--- src/rtl/reg_port_arbiter.sv ---
// reg_port_arbiter
//   Merges two register-file write requesters (A: ALU writeback, B: memory
//   load) onto one registered register-file write port. Each requester has a
//   one-entry holding buffer. Each cycle, one full buffer is granted, chosen
//   by age and then by a round-robin pointer on ties. Writes to register 0
//   are consumed and never emitted.
// Ports
//   CLK, Reset            clock, synchronous active-high reset
//   ValidA/AddrA/DataA    requester A write request; ReadyA = A buffer empty
//   ValidB/AddrB/DataB    requester B write request; ReadyB = B buffer empty
//   RegWrite/WrAddr/writedata  registered register-file write port
//   Pending               bit i: a write to register i is buffered or outgoing
//   Idle                  nothing buffered and no write outgoing

package rpa_pkg;
  typedef struct packed {
    logic [3:0]  addr;
    logic [15:0] data;
  } req_t;
endpackage

// One-entry holding buffer for a single requester.
module rpa_hold_buf
  import rpa_pkg::*;
(
  input  logic clk,
  input  logic reset,
  input  logic valid,
  input  req_t req,
  input  logic grant,        // this entry drains on this edge
  input  logic other_full,
  input  logic other_grant,
  output logic full,
  output req_t ent,
  output logic young         // captured while the other entry stayed full
);
  logic full_q, full_d;
  req_t ent_q, ent_d;
  logic young_q, young_d;

  always_comb begin
    full_d  = full_q;
    ent_d   = ent_q;
    young_d = young_q;
    if (grant) begin
      full_d  = 1'b0;
      young_d = 1'b0;
    end else if (valid && !full_q) begin
      full_d  = 1'b1;
      ent_d   = req;
      young_d = other_full && !other_grant;
    end
    // Once the older entry leaves, nothing is older than this one.
    if (other_grant) young_d = 1'b0;
  end

  always_ff @(posedge clk) begin
    if (reset) begin
      full_q  <= 1'b0;
      ent_q   <= '0;
      young_q <= 1'b0;
    end else begin
      full_q  <= full_d;
      ent_q   <= ent_d;
      young_q <= young_d;
    end
  end

  assign full  = full_q;
  assign ent   = ent_q;
  assign young = young_q;
endmodule

module reg_port_arbiter
  import rpa_pkg::*;
(
  input  logic        CLK,
  input  logic        Reset,
  input  logic        ValidA,
  input  logic [3:0]  AddrA,
  input  logic [15:0] DataA,
  output logic        ReadyA,
  input  logic        ValidB,
  input  logic [3:0]  AddrB,
  input  logic [15:0] DataB,
  output logic        ReadyB,
  output logic        RegWrite,
  output logic [3:0]  WrAddr,
  output logic [15:0] writedata,
  output logic [15:0] Pending,
  output logic        Idle
);
  // index 0 = A, index 1 = B
  logic [1:0] valid, full, young, grant;
  req_t [1:0] req, ent;
  req_t       gnt_ent;

  logic        rr_q, rr_d;            // 0: A wins next tie, 1: B
  logic        reg_write_q, reg_write_d;
  logic [3:0]  wr_addr_q, wr_addr_d;
  logic [15:0] wdata_q, wdata_d;

  assign valid = {ValidB, ValidA};
  assign req   = {req_t'{AddrB, DataB}, req_t'{AddrA, DataA}};

  for (genvar i = 0; i < 2; i++) begin : g_buf
    rpa_hold_buf u_buf (
      .clk        (CLK),
      .reset      (Reset),
      .valid      (valid[i]),
      .req        (req[i]),
      .grant      (grant[i]),
      .other_full (full[1-i]),
      .other_grant(grant[1-i]),
      .full       (full[i]),
      .ent        (ent[i]),
      .young      (young[i])
    );
  end

  // Grant selection: older entry first, pointer only breaks true ties.
  always_comb begin
    grant = 2'b00;
    rr_d  = rr_q;
    if (&full) begin
      if (young[1] && !young[0])      grant = 2'b01;
      else if (young[0] && !young[1]) grant = 2'b10;
      else begin
        grant = rr_q ? 2'b10 : 2'b01;
        rr_d  = !rr_q;
      end
    end else if (full[0]) begin
      grant = 2'b01;
    end else if (full[1]) begin
      grant = 2'b10;
    end
  end

  assign gnt_ent = grant[1] ? ent[1] : ent[0];

  // Register 0 is consumed silently; the port keeps its previous addr/data.
  always_comb begin
    reg_write_d = 1'b0;
    wr_addr_d   = wr_addr_q;
    wdata_d     = wdata_q;
    if ((|grant) && (gnt_ent.addr != 4'd0)) begin
      reg_write_d = 1'b1;
      wr_addr_d   = gnt_ent.addr;
      wdata_d     = gnt_ent.data;
    end
  end

  always_ff @(posedge CLK) begin
    if (Reset) begin
      rr_q        <= 1'b0;
      reg_write_q <= 1'b0;
      wr_addr_q   <= '0;
      wdata_q     <= '0;
    end else begin
      rr_q        <= rr_d;
      reg_write_q <= reg_write_d;
      wr_addr_q   <= wr_addr_d;
      wdata_q     <= wdata_d;
    end
  end

  always_comb begin
    Pending = '0;
    for (int i = 0; i < 2; i++)
      if (full[i]) Pending[ent[i].addr] = 1'b1;
    if (reg_write_q) Pending[wr_addr_q] = 1'b1;
    Pending[0] = 1'b0;
  end

  assign ReadyA    = !full[0];
  assign ReadyB    = !full[1];
  assign RegWrite  = reg_write_q;
  assign WrAddr    = wr_addr_q;
  assign writedata = wdata_q;
  assign Idle      = !(|full) && !reg_write_q;
endmodule

--- config.mk ---
export PLATFORM = sky130hd
export DESIGN_NAME = reg_port_arbiter
export DESIGN_NICKNAME = d
export VERILOG_FILES = /design/src/rtl/reg_port_arbiter.sv
export SDC_FILE = /design/constraint.sdc
export NUM_CORES = 1
export LEC_CHECK = 0
export ABC_CLOCK_PERIOD_IN_PS = 1750
export CORE_MARGIN = 2
export CORE_UTILIZATION = 25
export CTS_CLUSTER_DIAMETER = 200
export CTS_CLUSTER_SIZE = 8
export DETAILED_ROUTE_END_ITERATION = 12
export GPL_TIMING_DRIVEN = 1
export PLACE_DENSITY = 0.47
export SETUP_SLACK_MARGIN = 0.2
export SLEW_MARGIN = 20
export SYNTH_ARGS = -nofsm -noshare
export SYNTH_HDL_FRONTEND = slang
export SYNTH_SLANG_ARGS = --single-unit
--- constraint.sdc ---
create_clock -name CLK -period 1.75 [get_ports CLK]
set_input_delay 0.4375 -clock CLK [delete_from_list [all_inputs] [get_ports CLK]]
set_output_delay 0.4375 -clock CLK [all_outputs]
set_load 0.03 [all_outputs]
== Yosys cells after proc, flatten, opt, wreduce, memory -nomap -nowiden ==
Index checks and enable logic that the tools add are counted.

* Register bits: 66
* Latch bits: 0
* Memory bits (writable): 0
* Memory bits (read-only): 0
* Input port bits: 44
* Output and inout port bits: 40
* Logic and storage cells: 71
* Memories: 0

* Add/subtract/negate cells: 0
* Multiply operators: 0
* Divide/modulo/power cells: 0
* Order comparisons: 6
* Equality and inequality tests: 0
* Shift-type cells: 0
* Muxes and demuxes: 17
* Bitwise gates (word level): 6
* Reduce and logical (&&, ||, !) cells: 30

{| class="wikitable"
|+ Operator list
! operator !! count
|-
| two-way mux 16 bit || 3
|-
| OR 16 bit || 2
|-
| two-way mux 20 bit || 1
|-
| less-than comparator 4 x 5 -> 1 bit, second input constant || 3
|-
| demux 1 bit (select 4 bit) || 3
|-
| >= comparator 4 x 1 -> 1 bit, second input constant || 3
|-
| two-way mux 2 bit || 6
|-
| logical AND 1 bit || 11
|-
| logical NOT 1 bit || 9
|-
| OR reduction 2 bit || 4
|-
| AND reduction 2 bit || 3
|-
| two-way mux 1 bit || 4
|-
| inverter 1 bit || 4
|-
| AND reduction 4 bit || 1
|-
| nonzero test 4 bit || 1
|-
| OR reduction 3 bit || 1
|}

== Longest topological paths before layout ==
* Word-level depth: 9
* Gate-level depth with buffers: 8
* Gate-level depth less buffers: 6

== Modules after synthesis ==
A second synthesis with hierarchy kept.

* Cells, all modules: 385
* Area total of the unflattened synthesis: 3,190.6 µm²

{| class="wikitable"
|+ By module, submodules not included
! module !! instances !! cells an instance !! area an instance (µm²) !! sequential area each (µm²)
|-
| reg_port_arbiter || 1 || 195 || 1,599.0 || 440.4
|-
| rpa_hold_buf || 2 || 95 || 795.8 || 440.4
|}

== Least setup slack after synthesis ==
OpenSTA, ideal clock, no wires.

* Path type: register to output
* Start: register g_buf[0].u_buf.full_q
* End: output Pending[8]
* Arrival time: 1.544 ns
* Data required time: 1.312 ns
* Path slack: -0.231 ns
* Stages on the path, launching flop included: 6
* Path buffers: 1
* Cell sequence: dfxtp_1 > clkbuf_1 > inv_1 > nor3_1 > a22oi_1 > nand2_1

* Word-level cells in the longest chain between the ends: 5

{| class="wikitable"
|+ RTL lines
! what !! line !! source
|-
| from (decl) || 37 || <nowiki>logic full_q, full_d;</nowiki>
|-
| from (signal assigned) || 63 || <nowiki>full_q <= full_d;</nowiki>
|-
| two-way mux 16 bit (*) || 170 || <nowiki>if (full[i]) Pending[ent[i].addr] = 1'b1;</nowiki>
|-
| OR 16 bit (no source line) || -- ||
|-
| two-way mux 16 bit (*) || 170 ||
|-
| OR 16 bit (no source line) || -- ||
|-
| two-way mux 16 bit (*) || 171 || <nowiki>if (reg_write_q) Pending[wr_addr_q] = 1'b1;</nowiki>
|-
| to (decl) || 90 || <nowiki>output logic [15:0] Pending,</nowiki>
|}

Mark *: on every way between the ends. The rest lies on a longest branch, timed or not.

== Final worst setup path ==
* Start: register g_buf[0].u_buf.ent_q (netlist bit g_buf[0].u_buf.ent[16])
* End: output Pending[11]

* Word-level cells in the longest chain between the ends: 9
* Elaborated cells between the ends (all ways): 10
* Those cells by class: order compare: 2; mux: 5; bitwise: 2; reduce/logical: 1

{| class="wikitable"
|+ RTL lines
! what !! line !! source
|-
| from (decl) || 38 || <nowiki>req_t ent_q, ent_d;</nowiki>
|-
| from (signal assigned) || 64 || <nowiki>ent_q <= ent_d;</nowiki>
|-
| less-than comparator 4 x 5 -> 1 bit (not written as such) or >= comparator 4 x 1 -> 1 bit (tied branches) || 170 ||
|-
| logical AND 1 bit (not written as such) || 170 ||
|-
| two-way mux 1 bit (not written as such) || 170 ||
|-
| demux 1 bit (select 4 bit) (*) || 170 ||
|-
| two-way mux 16 bit (*) || 170 ||
|-
| OR 16 bit (no source line) || -- ||
|-
| two-way mux 16 bit (*) || 170 ||
|-
| OR 16 bit (no source line) || -- ||
|-
| two-way mux 16 bit (*) || 171 ||
|}

Marks and branches as above.

==> impl_metrics.tcl <==
set metrics [dict create \
    reg2reg_to "WrAddr[3]" \
    worstHoldPathCells 2 \
    place_inst 691 \
    fin_util_pct 44.7 \
    initial_core_util_pct 25.9 \
    place_ws_ns -0.229 \
    cts-root-buf "clkbuf_16" \
    outcome "complete, but fails checks" \
    grt_use_total_pct 16.2 \
    nNetsFinal 607 \
    area_growth_pct 73.0 \
    cts_hold_buf 0 \
    tightest_slew_ns 0.552 \
    io_buffer_count 82 \
    dpl.hpwl_mm 7.79 \
    cts.sinks 66 \
    drive_above_1_share_pct 35.5 \
    boundaryPins 84 \
    critPathArrivalTime_ns 1.45 \
    slew_headroom_pct 63.1 \
    syn_inst 415 \
    grt_remaining_overflow 0 \
    p_leak_uw 0.00254 \
    start_kind "register" \
    cp_slowest_cell "a222oi_1" \
    core_um2 12700 \
    internal_power_uw 3340 \
    p_comb_share_pct 20.7 \
    cts_tree "yes" \
    synth_nets 461 \
    switchingPower_uw 1150 \
    path_max_fanout 2 \
    grt_pass1_vias 3381 \
    clock_path_buffers 2 \
    fin_cells 738 \
    post-route-period-util_pct 108 \
    critPathKind "register to primary output" \
    worstPathRequired_ns 1.31 \
    finalInstanceArea_um2 5690 \
    die_w_um 119 \
    yosysSeqAreaShare_pct 40.2 \
    hp-class "register to register" \
    die-height_um 119 \
    grt_setup_unrepaired "true" \
    die_area_um2 14100 \
    post_drt_wl_per_cell_um 15.4 \
    placed_area_um2 4640 \
    slowest_delay_ns 0.42 \
    timing.critical_path.cells "and3_4 -> a222oi_1 -> inv_2 -> buf_6" \
    max-cap-violations 0 \
    hold_end "g_buf[1].u_buf.ent[14]" \
    violations "setup timing" \
    insertion_delay_ns 0.33 \
    seq_power_share_pct 36.1 \
    crit_path_end_kind "primary output" \
    rr_startpoint "g_buf[1].u_buf.full" \
    via_per_inst 4.55 \
    async_flop_share_pct 0 \
    rows 41 \
    min-delay-start "g_buf[1].u_buf.ent[14]" \
    clkSlewWorstSetupHoldPaths_ns 0.05 \
    critical_path.top_delay_family "compound AO/OA/AOI/OAI gates" \
    n_antenna_cell 0 \
    avgSynthCellArea_um2 7.93 \
    clockPowerShare_pct 43.2 \
    antenna_left 0 \
    reg2regPathDepth 11 \
    synth_edf_count 0 \
    hold_viol 0 \
    ir_worst_vdd_v 0.000564 \
    drv_slew 0 \
    antenna_found_initial 0 \
    crit_buf_inv 2 \
    cts_buffers 9 \
    setup_ws_ns -0.133 \
    grt_max_degree 33 \
    gp_congestion 0.858 \
    regToRegSetupSlack_ns -0.06 \
    dr.pass1.iters 4 \
    swShare_pct 25.5 \
    power-per-cell-area_nw_per_um2 789 \
    via_count 3361 \
    grt_pass1_wl_mm 18.0 \
    ys_warn_count 0 \
    drt_iter0_drc 111 \
    synth-seq-cells 66 \
    synth_area_um2 3290 \
    fmax_ghz 0.531 \
    drt_wl_total_mm 11.3 \
    route.detailed.drc 0 \
    cts_htree_levels 3 \
    finClkSkew_ns 0.00656 \
    period_needed_ns 1.88 \
    setup_viol 35 \
    yosys.cell_types.count 36 \
    synth_ff_type "dfxtp_1" \
]
==> worst min-delay path, cell delays in order, from the launching register on <==
cell     delay [ns]
dfxtp_1        0.30
nand2_1        0.05
a21oi_1        0.05
==> routing by layer <==
metal / vias up / GRT usage, % / routed length, um
li1: 1700 / - / -
met1: 1575 / 20.6 / 5170
met2: 79 / 28.0 / 5650
met3: 7 / 2.22 / 395
met4: 0 / 5.65 / 122
met5: - / 0 / 0
==> cell type report <==
cell class / count / area (um^2)
clock buffer: 11 / 243
multi-input combinational: 313 / 2080
tap: 172 / 215
fill: 1308 / 7030
inverter: 5 / 26.3
timing repair buffer: 166 / 1710
clock inverter: 5 / 77.6
sequential: 66 / 1340
==> sequential cells by signal, indices dropped and copies added, names as in the netlist <==
register and count:
g_buf.u_buf.ent 40, writedata 16, WrAddr 4, g_buf.u_buf.full 2, g_buf.u_buf.young 2, RegWrite 1, rr_q 1
==> timing repair <==
action,in CTS,in global routing
pin swaps,20,20
gates cloned,3,1
setup endpoints to repair,60,55
setup buffers,18,9
gates resized for setup,118,51
==> kinds of logic (layout without fill, tap and decap cells) <==
group / Yosys count / count (layout) / synth area share [%]
AOI/OAI and AO/OA: 96 / 96 / 19.8
adders and majority gates: 2 / 2 / 0.760
xor gates and xnor gates: 1 / 1 / 0.266
other: 1 / 1 / 0.114
and+or+nand+nor: 193 / 193 / 27.1
buffers and inverters: 36 / 187 / 5.70
DFF: 66 / 66 / 40.2
muxes: 20 / 20 / 6.08
==> through the flow <==
stage	setup TNS [ns]	hold WS [ns]	total power [uW]
2_1_floorplan	0	0.432	2040
3_3_place_gp	-0.272	0.439	2370
3_5_place_dp	-0.277	0.443	2370
4_1_cts	-2.57	0.451	4470
5_1_grt	-3.83	0.472	4680
6_report	-1.73	0.449	4490
==> worst max-delay path by stage <==
stage / startpoint / to / depth (start not counted)
final: g_buf[0].u_buf.ent[16] / Pending[11] / 4
after global routing: g_buf[1].u_buf.full / Pending[12] / 7
after detailed placement: g_buf[1].u_buf.full / Pending[11] / 4
after floorplan: g_buf[0].u_buf.young / WrAddr[1] / 7
after global placement: g_buf[1].u_buf.full / Pending[11] / 4
after CTS: g_buf[1].u_buf.full / Pending[11] / 4
==> power by group through the flow <==
stage	clock network (uW)	registers (uW)	logic, uW
floorplan	0	1690	349
global placement	0	1640	723
detailed placement	0	1650	725
CTS	1980	1620	867
global route	2060	1630	994
finish	1940	1620	931
==> Yosys cell counts, types with 2 or more instances <==
| library cell | count | area share [%] |
|---|---|---|
| a22oi_1 | 10 | 2.3 |
| a21oi_1 | 41 | 6.2 |
| nor3b_1 | 2 | 0.46 |
| nor2b_1 | 13 | 2.5 |
| nor3_1 | 6 | 0.91 |
| ha_1 | 2 | 0.76 |
| buf_2 | 5 | 0.76 |
| inv_1 | 5 | 0.57 |
| a21boi_1 | 6 | 1.4 |
| o21bai_1 | 18 | 4.1 |
| o2bb2ai_1 | 4 | 1.1 |
| a21boi_0 | 10 | 2.3 |
| nand3_1 | 12 | 1.8 |
| dfxtp_1 | 66 | 40 |
| nand2_1 | 110 | 13 |
| nand2b_1 | 17 | 3.2 |
| mux2i_1 | 20 | 6.1 |
| and3_1 | 19 | 3.6 |
| buf_6 | 2 | 0.68 |
| nor2_1 | 11 | 1.3 |
| clkbuf_1 | 21 | 2.4 |
==> placed cells by master (no fill, tap or decap), drive strengths merged, types with 2 or more instances in the layout <==
cell and count:
a21oi 41, nand3 12, nor3 6, clkdlybuf4s15 6, mux2i 20, buf 105
clkinv 2, ha 2, a22oi 10, nor2b 13, dlygate4sd2 13, nor3b 2
o21bai 18, nand2 111, a21boi 17, o2bb2ai 4, clkdlybuf4s50 42, dfxtp 66
clkbuf 11, nor2 11, nand2b 17, inv 5, bufinv 2, and3 19
Note: power is estimated with default switching activity, not from simulation.
